==> src/rtl/spi_link_pair.sv <==
// spi_link_pair: SPI mode-0 master and slave sharing one clock, joined by
// internal SCLK/SS_N/MOSI/MISO nets. Each transfer swaps one WIDTH-bit word
// in each direction. The serial nets are also copied to monitor outputs.
// Build option: define SPI_LSB_FIRST_EN to shift LSB first on both sides
// (default build shifts MSB first; timing is the same in both builds).
module spi_link_pair #(
    parameter int WIDTH = 8
) (
    input  logic             clk_i,
    input  logic             reset_i,
    input  logic             spi_slave_enable_i,
    input  logic [WIDTH-1:0] master_data_tx_i,
    input  logic [WIDTH-1:0] slave_data_tx_i,
    output logic             slave_data_enable_o,
    output logic [WIDTH-1:0] master_data_rx_o,
    output logic [WIDTH-1:0] slave_data_rx_o,
    output logic             sclk_o,
    output logic             ss_n_o,
    output logic             mosi_o,
    output logic             miso_o
);
    localparam int CW = $clog2(WIDTH);
    localparam logic [CW-1:0] LAST_BIT = CW'(WIDTH - 1);

    typedef enum logic [1:0] {M_IDLE, M_LOAD, M_SHIFT, M_DONE} masterState_t;
    typedef enum logic [1:0] {S_IDLE, S_LOAD, S_SHIFT, S_DONE} slaveState_t;

    masterState_t r_masterState;
    masterState_t w_masterNext;
    slaveState_t  r_slaveState;
    slaveState_t  w_slaveNext;

    logic             w_slaveReady;
    logic             w_ssN;
    logic             w_strobe;
    logic             r_sclk;
    logic             r_mosi;
    logic             r_miso;
    logic [CW-1:0]    r_masterCount;
    logic [CW-1:0]    r_slaveCount;
    logic [WIDTH-1:0] r_masterTx;
    logic [WIDTH-1:0] r_masterRx;
    logic [WIDTH-1:0] r_masterRxOut;
    logic [WIDTH-1:0] r_slaveTx;
    logic [WIDTH-1:0] r_slaveRx;
    logic [WIDTH-1:0] r_slaveRxOut;

    // Bit that goes on the wire first when a word is launched.
    function automatic logic firstBit(input logic [WIDTH-1:0] w);
`ifdef SPI_LSB_FIRST_EN
        return w[0];
`else
        return w[WIDTH-1];
`endif
    endfunction

    // Bit that goes on the wire after the current one has been sent.
    function automatic logic nextBit(input logic [WIDTH-1:0] w);
`ifdef SPI_LSB_FIRST_EN
        return w[1];
`else
        return w[WIDTH-2];
`endif
    endfunction

    // Drops the bit just sent from a transmit register.
    function automatic logic [WIDTH-1:0] shiftOut(input logic [WIDTH-1:0] w);
`ifdef SPI_LSB_FIRST_EN
        return {1'b0, w[WIDTH-1:1]};
`else
        return {w[WIDTH-2:0], 1'b0};
`endif
    endfunction

    // Appends a received bit so the finished word matches the sender's word.
    function automatic logic [WIDTH-1:0] shiftIn(input logic [WIDTH-1:0] w, input logic b);
`ifdef SPI_LSB_FIRST_EN
        return {b, w[WIDTH-1:1]};
`else
        return {w[WIDTH-2:0], b};
`endif
    endfunction

    assign w_slaveReady = spi_slave_enable_i && (r_slaveState == S_IDLE);

    // Master next-state logic; select and strobe decode straight from state.
    always_comb begin
        w_masterNext = r_masterState;
        w_ssN        = 1'b1;
        w_strobe     = 1'b0;
        case (r_masterState)
            M_IDLE:  if (w_slaveReady) w_masterNext = M_LOAD;
            M_LOAD:  begin
                w_ssN        = 1'b0;
                w_masterNext = M_SHIFT;
            end
            M_SHIFT: begin
                w_ssN = 1'b0;
                if (r_sclk && (r_masterCount == LAST_BIT)) w_masterNext = M_DONE;
            end
            M_DONE:  begin
                w_strobe     = 1'b1;
                w_masterNext = M_IDLE;
            end
            default: w_masterNext = M_IDLE;
        endcase
    end

    // Slave follows the master: it launches on the same edge and finishes
    // after counting the same number of SCLK falling edges.
    always_comb begin
        w_slaveNext = r_slaveState;
        case (r_slaveState)
            S_IDLE:  if (w_slaveReady) w_slaveNext = S_LOAD;
            S_LOAD:  w_slaveNext = S_SHIFT;
            S_SHIFT: if (r_sclk && (r_slaveCount == LAST_BIT)) w_slaveNext = S_DONE;
            S_DONE:  w_slaveNext = S_IDLE;
            default: w_slaveNext = S_IDLE;
        endcase
    end

    // State registers for both FSMs.
    always_ff @(posedge clk_i) begin
        if (reset_i) begin
            r_masterState <= M_IDLE;
            r_slaveState  <= S_IDLE;
        end else begin
            r_masterState <= w_masterNext;
            r_slaveState  <= w_slaveNext;
        end
    end

    // Master datapath: launch word, generate SCLK, sample MISO on rising
    // SCLK, present next MOSI bit on falling SCLK, publish word at the end.
    always_ff @(posedge clk_i) begin
        if (reset_i) begin
            r_sclk        <= 1'b0;
            r_mosi        <= 1'b0;
            r_masterCount <= '0;
            r_masterTx    <= '0;
            r_masterRx    <= '0;
            r_masterRxOut <= '0;
        end else begin
            case (r_masterState)
                M_IDLE: begin
                    if (w_masterNext == M_LOAD) begin
                        r_masterTx    <= master_data_tx_i;
                        r_mosi        <= firstBit(master_data_tx_i);
                        r_masterCount <= '0;
                        r_sclk        <= 1'b0;
                    end
                end
                M_SHIFT: begin
                    if (!r_sclk) begin
                        r_sclk     <= 1'b1;
                        r_masterRx <= shiftIn(r_masterRx, r_miso);
                    end else begin
                        r_sclk        <= 1'b0;
                        r_masterTx    <= shiftOut(r_masterTx);
                        r_masterCount <= r_masterCount + CW'(1);
                        if (r_masterCount == LAST_BIT) begin
                            r_mosi        <= 1'b0;
                            r_masterRxOut <= r_masterRx;
                        end else begin
                            r_mosi <= nextBit(r_masterTx);
                        end
                    end
                end
                default: ;
            endcase
        end
    end

    // Slave datapath: same edges as the master, driven by the shared SCLK.
    always_ff @(posedge clk_i) begin
        if (reset_i) begin
            r_miso       <= 1'b0;
            r_slaveCount <= '0;
            r_slaveTx    <= '0;
            r_slaveRx    <= '0;
            r_slaveRxOut <= '0;
        end else begin
            case (r_slaveState)
                S_IDLE: begin
                    if (w_slaveNext == S_LOAD) begin
                        r_slaveTx    <= slave_data_tx_i;
                        r_miso       <= firstBit(slave_data_tx_i);
                        r_slaveCount <= '0;
                    end
                end
                S_SHIFT: begin
                    if (!r_sclk) begin
                        r_slaveRx <= shiftIn(r_slaveRx, r_mosi);
                    end else begin
                        r_slaveTx    <= shiftOut(r_slaveTx);
                        r_slaveCount <= r_slaveCount + CW'(1);
                        if (r_slaveCount == LAST_BIT) begin
                            r_miso       <= 1'b0;
                            r_slaveRxOut <= r_slaveRx;
                        end else begin
                            r_miso <= nextBit(r_slaveTx);
                        end
                    end
                end
                default: ;
            endcase
        end
    end

    assign slave_data_enable_o = w_strobe;
    assign master_data_rx_o    = r_masterRxOut;
    assign slave_data_rx_o     = r_slaveRxOut;
    assign sclk_o              = r_sclk;
    assign ss_n_o              = w_ssN;
    assign mosi_o              = r_mosi;
    assign miso_o              = r_miso;

endmodule

==> config.mk <==
export PLATFORM = sky130hd
export DESIGN_NAME = spi_link_pair
export DESIGN_NICKNAME = d
export VERILOG_FILES = /design/src/rtl/spi_link_pair.sv
export SDC_FILE = /design/constraint.sdc
export NUM_CORES = 1
export LEC_CHECK = 0
export ABC_CLOCK_PERIOD_IN_PS = 2000
export BUFFER_PORTS_ARGS = -buffer_cell sky130_fd_sc_hd__buf_2
export CAP_MARGIN = 30
export CORE_MARGIN = 2
export CORE_UTILIZATION = 41
export DETAILED_ROUTE_END_ITERATION = 8
export SLEW_MARGIN = 20
export SYNTH_ARGS = -nofsm -noshare
export SYNTH_HDL_FRONTEND = slang
export SYNTH_SLANG_ARGS = --single-unit
==> constraint.sdc <==
create_clock -name clk_i -period 2 [get_ports clk_i]
set_clock_uncertainty 0.15 [all_clocks]
set_input_delay 0.1 -clock clk_i [delete_from_list [all_inputs] [get_ports clk_i]]
set_output_delay 0.1 -clock clk_i [all_outputs]
set_load 0.02 [all_outputs]
== Yosys cells after proc, flatten, opt, wreduce, memory -nomap -nowiden ==
Cells that the tools add are included.
Widths: inputs -> output; s select.
Cells by class
  add/sub/neg operators: 2
  multiply operators: 0
  divide/modulo/power cells: 0
  order comparisons: 0
  equality and inequality tests: 14
  shift-type cells: 0
  multiplexer cells: 31
  bitwise logic cells: 1
  reduce and logical (&&, ||, !) cells: 15
Operators by type and width (count)
  $mux 7: 4
  $pmux 7 s2: 2
  $pmux 2 s4: 2
  $mux 3: 4
  $pmux 3 s2: 2
  $reduce_and 3->1: 4
  $mux 1: 10
  $eq 2x1->1 const B: 4
  $eq 2x2->1 const B: 4
  $mux 2: 4
  $add 3x1->3 const B: 2
  $eq 3x3->1 const B: 2
  $ne 2x2->1 const B: 3
  $pmux 1 s2: 3
  $reduce_and 2->1: 3
  $logic_not 2->1: 2
  $reduce_bool 2->1: 2
  $logic_and 1x1->1: 3
  $ne 2x1->1 const B: 1
  $reduce_or 2->1: 1
  $not 1->1: 1
Storage, ports and cells
  flip-flop bits (word level): 59
  bits in latches: 0
  RAM bits: 0
  bits in read-only memories: 0
  word-level logic and storage cells: 76
  memories kept: 0

== Longest topological paths before layout ==
Gate-level depths: netlist (run 1).
  depth after elaboration: 7
  gate-level depth with buffers: 7
  mapped depth without buffers: 6

== Worst setup path after synthesis (run 1) ==
No wires, ideal clock.
  kind: reg-to-reg
  start: reg r_slaveState[0]
  end: reg r_miso (netlist: miso_o)
  library setup time: 95 ps
  arrival: 1700 ps
  slack: 55 ps
  cell stages (with the launch flop): 7
  clock period less this slack: 1945 ps
  path through: dfxtp_1 > inv_1 > ha_1 > nand3b_1 > a211o_1 > o21a_4 > a221oi_1
On the way
  longest elaborated chain between the ends: 7
  elaborated cells between the ends (all ways): 14
  those cells by class: eq/ne (6); mux (4); reduce/logical (4)
RTL lines
  from (decl): line 30  | slaveState_t r_slaveState;
  from (signal assigned): line 129  | r_slaveState <= w_slaveNext;
  $logic_not 2->1: line 84, 113, 183
  $logic_and 1x1->1: line 84  | assign w_slaveReady = spi_slave_enable_i && (r_slaveState == S_IDLE);
  $mux 2: line 114  | S_IDLE: if (w_slaveReady) w_slaveNext = S_LOAD;
  $pmux 2 s4: line 113  | case (r_slaveState)
  $eq 2x1->1: line 185  | if (w_slaveNext == S_LOAD) begin
  $ne 2x1->1 (no line)
  $reduce_and 3->1 (no line)
  to (signal assigned): line 187  | r_miso <= firstBit(slave_data_tx_i);
  to (signal assigned): line 201  | r_miso <= nextBit(r_slaveTx);
  to (decl): line 38  | logic r_miso;
Parallel ways exist; a longest one is shown, timed or not.
A chain may end at the register's enable or synchronous reset.

== Worst setup path in the final report (run 1) ==
  start: reg r_slaveCount[0]
  end: reg r_slaveCount[0]
On the way
  longest elaborated chain between the ends: 7
  elaborated cells between the ends (all ways): 10
  those cells by class: add/sub (1); eq/ne (3); mux (4); reduce/logical (2)
RTL lines
  from (decl): line 40  | logic [CW-1:0] r_slaveCount;
  from (signal assigned): line 196  | r_slaveCount <= r_slaveCount + CW'(1);
  $eq 3x3->1: line 116  | S_SHIFT: if (r_sclk && (r_slaveCount == LAST_BIT)) w_slaveNext = S_DONE;
  $logic_and 1x1->1: line 116
  $mux 2: line 116
  $pmux 2 s4: line 113
  $eq 2x1->1: line 185
  $ne 2x1->1 (no line)
  $reduce_and 3->1 (no line)
Parallel ways exist; a longest one is shown, timed or not. The select of a mux whose other input is x is not followed.

==> results of run 1 <==
## per-layer routing
metal	share of wire (%)	vias to the layer above
met5	0	-
met2	49	56
met1	45	1072
met4	2.1	0
li1	-	1185
met3	3.7	12
## flip-flops by register name, summed over array words and instances (netlist names)
name	cells
master_data_rx_o	8
miso_o	1
mosi_o	1
r_masterCount	3
r_masterRx	8
r_masterState	2
r_masterTx	7
r_slaveCount	3
r_slaveRx	8
r_slaveState	2
r_slaveTx	7
sclk_o	1
slave_data_rx_o	8
## cell usage after synthesis (3+ instances only)
cell type | n | area, sq um
mux2i_1 | 16 | 160
nand2b_1 | 3 | 18.8
inv_1 | 16 | 60.1
o21ai_0 | 14 | 70.1
o211ai_1 | 5 | 37.5
a21oi_1 | 36 | 180
a211oi_1 | 7 | 52.6
dfxtp_1 | 59 | 1180
a221oi_1 | 7 | 61.3
nor2b_1 | 3 | 18.8
a32o_1 | 3 | 30.0
nand2_1 | 46 | 173
ha_1 | 10 | 125
clkbuf_1 | 11 | 41.3
buf_1 | 3 | 11.3
nor2_1 | 27 | 101
nand3_1 | 8 | 40.0
## what timing repair did
| action | in CTS | in global routing |
|---|---|---|
| buffers inserted | 2 | 1 |
| setup endpoints to repair | 7 | 10 |
| endpoints found under the hold margin | 9 | 0 |
| gates resized for setup | 5 | 13 |
| pin swaps | 1 | 4 |
| hold buffers | 7 | 0 |
## critical path, cell delays in order (launching register included)
cell and delay, ns:
dfxtp_2 0.35, ha_2 0.20, ha_4 0.15, nand3b_1 0.12, a211o_1 0.34, buf_4 0.16, a211o_2 0.32, a21oi_1 0.11
## cell families after synthesis
kind of cell	synth area share, %
multiplexers	6.23
AO/OA/AOI/OAI	21.8
buffers and inverters	4.91
AND/OR/NAND/NOR	16.3
flip-flops	45.9
adder cells (fa/ha/maj)	4.87
## where the power goes
part / internal, W / switching, W
Clock: 0.000597 / 0.000464
Sequential: 0.00137 / 0.000107
Combinational: 0.00105 / 0.00143
Total: 0.00301 / 0.00200
## layout make-up
type                            instances  share of cell area [%]
Multi-Input combinational cell        208                    40.3
Sequential cell                        59                    35.3
Timing Repair Buffer                   72                    14.1
Clock buffer                           10                    4.10
Tap cell                               75                    2.79
Inverter                               17                    1.90
Clock inverter                          5                    1.60
## final timing paths
path                                  end
max          r_slaveCount[0]$_SDFFE_PP0P_
min reg2reg     r_slaveRx[7]$_SDFFE_PP0P_
max reg2reg  r_slaveCount[0]$_SDFFE_PP0P_
min            r_masterTx[2]$_SDFFE_PP0P_
## layout by cell type (no fill, tap or decap), types with 5 or more instances in the layout
master,count
buf_2,39
nand3_1,8
ha_1,7
o211ai_1,5
nor2_1,27
clkbuf_8,10
dfxtp_1,56
mux2i_1,16
nand2_1,46
buf_4,25
a221oi_2,6
dlygate4sd3_1,7
o21ai_0,14
a211oi_1,7
inv_1,15
a21oi_1,36
## through the flow
step / hold WS, ns / util (%)
floorplan: 0.186 / -
global placement: 0.241 / 49.8
detailed placement: 0.246 / 49.8
CTS: 0.00976 / 54.8
finish: 0.0178 / 56.1
global route: 0.0239 / 56.1
==> qor.json, run 1 <==
{
  "status": {
    "status": "complete, no violations"
  },
  "final_layout": {
    "drive_above_1_share_pct": 26.7,
    "stdcell_area_sq_um": 3360,
    "multi_input_area_sq_um": 1350,
    "area.sequential_sq_um": 1180,
    "fillerInstances": 554,
    "finalNonFillerCells": 446,
    "nNetsFinal": 396,
    "antennaDiodeCount": 0,
    "layout-area-overhead-vs-synth_pct": 30.7
  },
  "detailed_routing": {
    "detail_route.iter0.violations": 115,
    "drt_pass1_iterations": 4,
    "via_count": 2325,
    "postRouteWirelength_microns": 6040,
    "remaining_antenna_violation_count_after_routing": 0,
    "drc_errors": 0,
    "drt-vias-per-instance": 5.21,
    "detail_route.wl_per_cell_microns": 13.5
  },
  "clocking": {
    "cts_sinks": 59,
    "cts_made_buffers": 9,
    "clock_tree_from_tritoncts": "yes",
    "cts_max_level": 3,
    "later_pin_clock_latency_in_the_skew_report_ns": 0.33,
    "clk_path_buf_depth": 2,
    "path_clk_slew_ns": 0.07,
    "root_buffer": "clkbuf_8"
  },
  "die": {
    "coreArea_sq_um": 5990,
    "io_pins": 40,
    "placement_rows": 28,
    "die_area_sq_um": 6920,
    "start_util_pct": 42.9,
    "fp.dieH_microns": 83.2,
    "die_w_microns": 83.2
  },
  "synth": {
    "postSynthNetCount": 329,
    "syn-cell-area_sq_um": 2570,
    "synth-edff-count": 0,
    "synthesis.yosys.warnings": 0,
    "synth-seq-cells": 59,
    "synthesis.instances": 300,
    "syn_avg_cell_area_sq_um": 8.57,
    "yosys.cell_types.count": 37,
    "synth-main-ff-cell": "dfxtp_1",
    "synthArstFlopShare_pct": 0,
    "proportion_of_synthesized_chip_area_in_sequential_cells_pct": 45.9
  },
  "power": {
    "post-layout-total-power_w": 0.00501,
    "p_leak_nw": 1.48,
    "max-vdd-ir-drop_mv": 0.738,
    "power-per-cell-area_nw_per_um2": 1490
  },
  "worst_setup_path": {
    "ff2ff_path_depth": 7,
    "worstSetupEndpointType": "flop",
    "rrSetupSlack_ns": 0.03,
    "r2r-start": "r_slaveCount[0]$_SDFFE_PP0P_",
    "path_class": "reg -> reg",
    "critical_path_arrival_ns": 2.08,
    "required_ns": 2.11,
    "maximum_fanout_encountered_on_the_critical_timing_path": 4,
    "setup.worst_path.start_class": "flop",
    "crit_path_start": "r_slaveCount[0]$_SDFFE_PP0P_"
  },
  "sta": {
    "worstMarginPinSlew_ns": 0.527,
    "timing_max_transition_violations_final": 0,
    "fin_setup_tns_ns": 0,
    "total_setup_violations_reported_at_the_end_of_the_flow": 0,
    "hold_violations": 0,
    "finalWorstSetupSlack_ns": 0.0338,
    "fmax_ghz": 0.509,
    "finalWorstPathRequiredPeriod_ns": 1.97,
    "worst_max_slew_margin_expressed_relative_to_the_limit_pct": 64.8,
    "final.period_utilization_pct": 98.3
  },
  "worst_hold_path": {
    "holdPathStages": 5,
    "min_from": "master_data_tx_i[2]",
    "hold_path.class": "in -> reg"
  },
  "global_routing": {
    "gr-total-overflow": 0,
    "antenna_violations_before_repair": 0,
    "groute.layer.met1.usage_pct": 22.3,
    "grt_first_pass_wirelength_microns": 10300,
    "grt_start_max_net_pins": 33,
    "groute.usage.overall_pct": 18.5,
    "via_count_of_the_first_global_routing_pass": 2286,
    "grt_util_met2_pct": 29.7,
    "most_congested_layer_reported_by_global_routing": "met2",
    "global_route.usage.met3_pct": 5.67
  },
  "placement": {
    "place_worst_setup_slack_ns": -0.0366,
    "port-buffer-count": 39,
    "post_detailed_placement_half_perimeter_wirelength_microns": 4080,
    "dp_cells": 421,
    "gp_congestion": 0.774,
    "placement.cell_area_sq_um": 2980
  },
  "flow_run": {
    "max_cap_viol_count": 0
  }
}
No activity file was read; power rests on OpenSTA's default activity.
==> run 2, diff against run 1 <==
Settings changed: CTS_BUF_LIST set to sky130_fd_sc_hd__clkbuf_16.
==> run 2 against run 1 <==
  * Clock power is 39% higher
  * Worst hold slack better by 0.0097 ns
  * Largest power group unchanged
  * Critical path depth is 1 lower
  * Maximum frequency is 3.2% higher
  * Clock-buffer cell count is 1 lower
  * Power is 8.3% higher
  * Global-route usage is 0.17 points higher
==> qor.json, run 2 (synthesized netlist as in run 1, its figures left out) <==
{
  "clocking": {
    "cts_sinks": {"value": 59, "change": "unchanged"},
    "later_pin_clock_latency_in_the_skew_report": {"value": 0.33, "unit": "ns", "change": "about the same"},
    "cts_made_buffers": {"value": 9, "change": "unchanged"},
    "root_buffer": "clkbuf_16",
    "clk_path_buf_depth": {"value": 2, "change": "unchanged"},
    "cts_max_level": {"value": 3, "change": "unchanged"},
    "path_clk_slew": {"value": 0.05, "unit": "ns", "change": "-0.02 ns"},
    "clock_tree_from_tritoncts": "yes"
  },
  "final_layout": {
    "antennaDiodeCount": {"value": 0, "change": "unchanged"},
    "nNetsFinal": {"value": 394, "change": "-0.51%"},
    "finalNonFillerCells": {"value": 444, "change": "-0.45%"},
    "fillerInstances": {"value": 530, "change": "-4.3%"},
    "layout.cells.most_common": "dfxtp_1",
    "drive_above_1_share": {"value": 27.1, "unit": "%", "change": "+0.42 points"},
    "top_library_cells_by_usage_in_the_layout_fill_and_taps_aside": "dfxtp_1 (56), nand2_1 (46), buf_2 (39), a21oi_1 (36), nor2_1 (27)",
    "stdcell_area": {"value": 3440, "unit": "sq um", "change": "+2.5%"},
    "area.sequential": {"value": 1180, "unit": "sq um", "change": "unchanged"},
    "multi_input_area": {"value": 1370, "unit": "sq um", "change": "+0.83%"},
    "layout-area-overhead-vs-synth_pct": 33.9
  },
  "detailed_routing": {
    "detail_route.wl_per_cell": {"value": 13.7, "unit": "microns", "change": "+0.82%"},
    "remaining_antenna_violation_count_after_routing": {"value": 0, "change": "unchanged"},
    "drc_errors": {"value": 0, "change": "unchanged"},
    "detail_route.iter0.violations": {"value": 114, "change": "-0.87%"},
    "drt-vias-per-instance": {"value": 5.25, "change": "+0.80%"},
    "postRouteWirelength": {"value": 6070, "unit": "microns", "change": "+0.36%"},
    "via_count": {"value": 2333, "change": "+0.34%"},
    "drt_pass1_iterations": {"value": 4, "change": "unchanged"}
  },
  "power": {
    "p_leak": {"value": 1.52, "unit": "nW", "change": "+2.2%"},
    "power-per-cell-area": {"value": 1580, "unit": "nW/um^2", "change": "+5.7%"},
    "max-vdd-ir-drop": {"value": 0.759, "unit": "mV", "change": "+2.7%"},
    "post-layout-total-power": {"value": 0.00543, "unit": "W", "change": "+8.3%"}
  },
  "sta": {
    "finalHoldWorstSlack": {"value": 0.0274, "unit": "ns", "change": "+0.00969 ns"},
    "hold_violations": {"value": 0, "change": "unchanged"},
    "worst_max_slew_margin_expressed_relative_to_the_limit": {"value": 64.9, "unit": "%", "change": "+0.069 points"},
    "fmax": {"value": 0.525, "unit": "GHz", "change": "+3.2%"},
    "finalWorstPathRequiredPeriod": {"value": 1.91, "unit": "ns", "change": "-0.0608 ns"},
    "worstMarginPinSlew": {"value": 0.525, "unit": "ns", "change": "-0.00164 ns"},
    "final.period_utilization": {"value": 95.3, "unit": "%", "change": "-3.0 points"},
    "timing_max_transition_violations_final": {"value": 0, "change": "unchanged"},
    "grt_setup_unrepaired": "no",
    "total_setup_violations_reported_at_the_end_of_the_flow": {"value": 0, "change": "unchanged"}
  },
  "die": {
    "io_pins": {"value": 40, "change": "unchanged"},
    "die_area": {"value": 6920, "unit": "sq um", "change": "unchanged"},
    "coreArea": {"value": 5990, "unit": "sq um", "change": "unchanged"},
    "start_util": {"value": 42.9, "unit": "%", "change": "unchanged"},
    "fp.dieH": {"value": 83.2, "unit": "microns", "change": "unchanged"},
    "die_w": {"value": 83.2, "unit": "microns", "change": "unchanged"},
    "placement_rows": {"value": 28, "change": "unchanged"}
  },
  "worst_setup_path": {
    "setup.worst_path.start_class": "flop",
    "r2r_end": "miso_o$_SDFFE_PP0P_",
    "required": {"value": 2.08, "unit": "ns", "change": "-0.03 ns"},
    "critical_path_arrival": {"value": 1.99, "unit": "ns", "change": "-0.09 ns"},
    "path_class": "reg -> reg",
    "worstSetupEndpointType": "flop",
    "cpMaxStageDelayCell": "dfxtp_2",
    "worst_path_largest_cell_delay": {"value": 0.34, "unit": "ns", "change": "about the same"},
    "rrSetupSlack": {"value": 0.09, "unit": "ns", "change": "+0.06 ns"},
    "critical_path.cell_chain": "ha_2 > ha_4 > nand3b_1 > a211o_1 > o21a_4 > a221oi_2",
    "ff2ff_path_depth": {"value": 6, "change": "-1"},
    "r2r-start": "r_slaveCount[0]$_SDFFE_PP0P_",
    "maximum_fanout_encountered_on_the_critical_timing_path": {"value": 7, "change": "+3"}
  },
  "global_routing": {
    "via_count_of_the_first_global_routing_pass": {"value": 2322, "change": "+1.6%"},
    "gr-total-overflow": {"value": 0, "change": "unchanged"},
    "grt_start_max_net_pins": {"value": 33, "change": "unchanged"},
    "grt_first_pass_wirelength": {"value": 10400, "unit": "microns", "change": "+0.80%"},
    "antenna_violations_before_repair": {"value": 0, "change": "unchanged"},
    "groute.usage.overall": {"value": 18.6, "unit": "%", "change": "+0.17 points"}
  },
  "placement": {
    "port-buffer-count": {"value": 39, "change": "unchanged"},
    "gp_congestion": {"value": 0.774, "change": "unchanged"},
    "post_detailed_placement_half_perimeter_wirelength": {"value": 4080, "unit": "microns", "change": "unchanged"},
    "placement.cell_area": {"value": 2980, "unit": "sq um", "change": "unchanged"},
    "dp_cells": {"value": 421, "change": "unchanged"}
  },
  "status": {
    "status": "complete, no violations"
  },
  "worst_hold_path": {
    "hold_path.class": "in -> reg",
    "holdPathStages": {"value": 5, "change": "unchanged"},
    "min_delay_worst_endpoint": "r_masterTx[2]$_SDFFE_PP0P_",
    "min_from": "master_data_tx_i[2]"
  },
  "flow_run": {
    "max_cap_viol_count": {"value": 0, "change": "unchanged"}
  }
}
-- run 2: cell types whose count changed in the layout (fill, tap and decap cells not counted), sizes merged --
cell	delta
clkbuf	-1
dlygate4sd3	-2
clkinv	+1
-- run 2: stage by stage --
stage	utilization [%]	setup WS, ns	setup TNS [ns]
5_1_grt	57.5	0.00114	0
3_3_place_gp	49.8	0.0514	0
2_1_floorplan	-	0.0547	0
3_5_place_dp	49.8	-0.0366	-0.0736
4_1_cts	55.9	0.00335	0
6_report	57.5	0.0947	0
-- run 2: area by class of cell --
cell class	count	area share, %
multi-input combinational	208	39.6
tap	75	2.73
clock inverter	6	1.67
clock buffer	9	6.54
timing repair buffer	70	13.2
inverter	17	1.85
sequential	59	34.4
-- run 2: what timing repair did --
item	in CTS	in global routing
hold endpoints to repair	7	0
resized for setup	4	16
buffers inserted	2	1
hold buffers	5	0
endpoints found under the setup margin	7	10
pin swaps	1	3
-- run 2: where the power goes --
group	internal, W	leakage (nW)	switching (W)	total, W
registers	0.00137	0.480	0.000107	0.00148
clock network	0.000945	0.142	0.000521	0.00147
logic	0.00103	0.894	0.00145	0.00248
-- run 2: layer usage --
metal,vias up,global-route usage [%],wire length [microns]
li1,1181,-,-
met1,1079,22.6,2760
met2,58,30.0,2910
met3,15,5.07,242
met4,0,9.99,157
met5,-,0,0
-- run 2: worst max-delay path, delay by kind of cell (launching register included) --
kind                     cells  cell delay [ns]
AO/OA/AOI/OAI                3             0.89
adder cells (fa/ha/maj)      2             0.33
flip-flops                   1             0.34
AND/OR/NAND/NOR              1             0.09
-- run 2: worst max path at each step --
stage / to / slack [ns] / from
floorplan: miso_o$_SDFFE_PP0P_ / 0.05 / r_slaveState[0]$_SDFF_PP0_
global placement: r_slaveTx[1]$_SDFFE_PP0P_ / 0.05 / r_slaveCount[0]$_SDFFE_PP0P_
detailed placement: miso_o$_SDFFE_PP0P_ / -0.04 / r_slaveCount[0]$_SDFFE_PP0P_
CTS: miso_o$_SDFFE_PP0P_ / 0.003 / r_slaveCount[0]$_SDFFE_PP0P_
global route: r_masterTx[6]$_SDFFE_PP0P_ / 0.001 / r_masterState[0]$_SDFF_PP0_
finish: miso_o$_SDFFE_PP0P_ / 0.09 / r_slaveCount[0]$_SDFFE_PP0P_
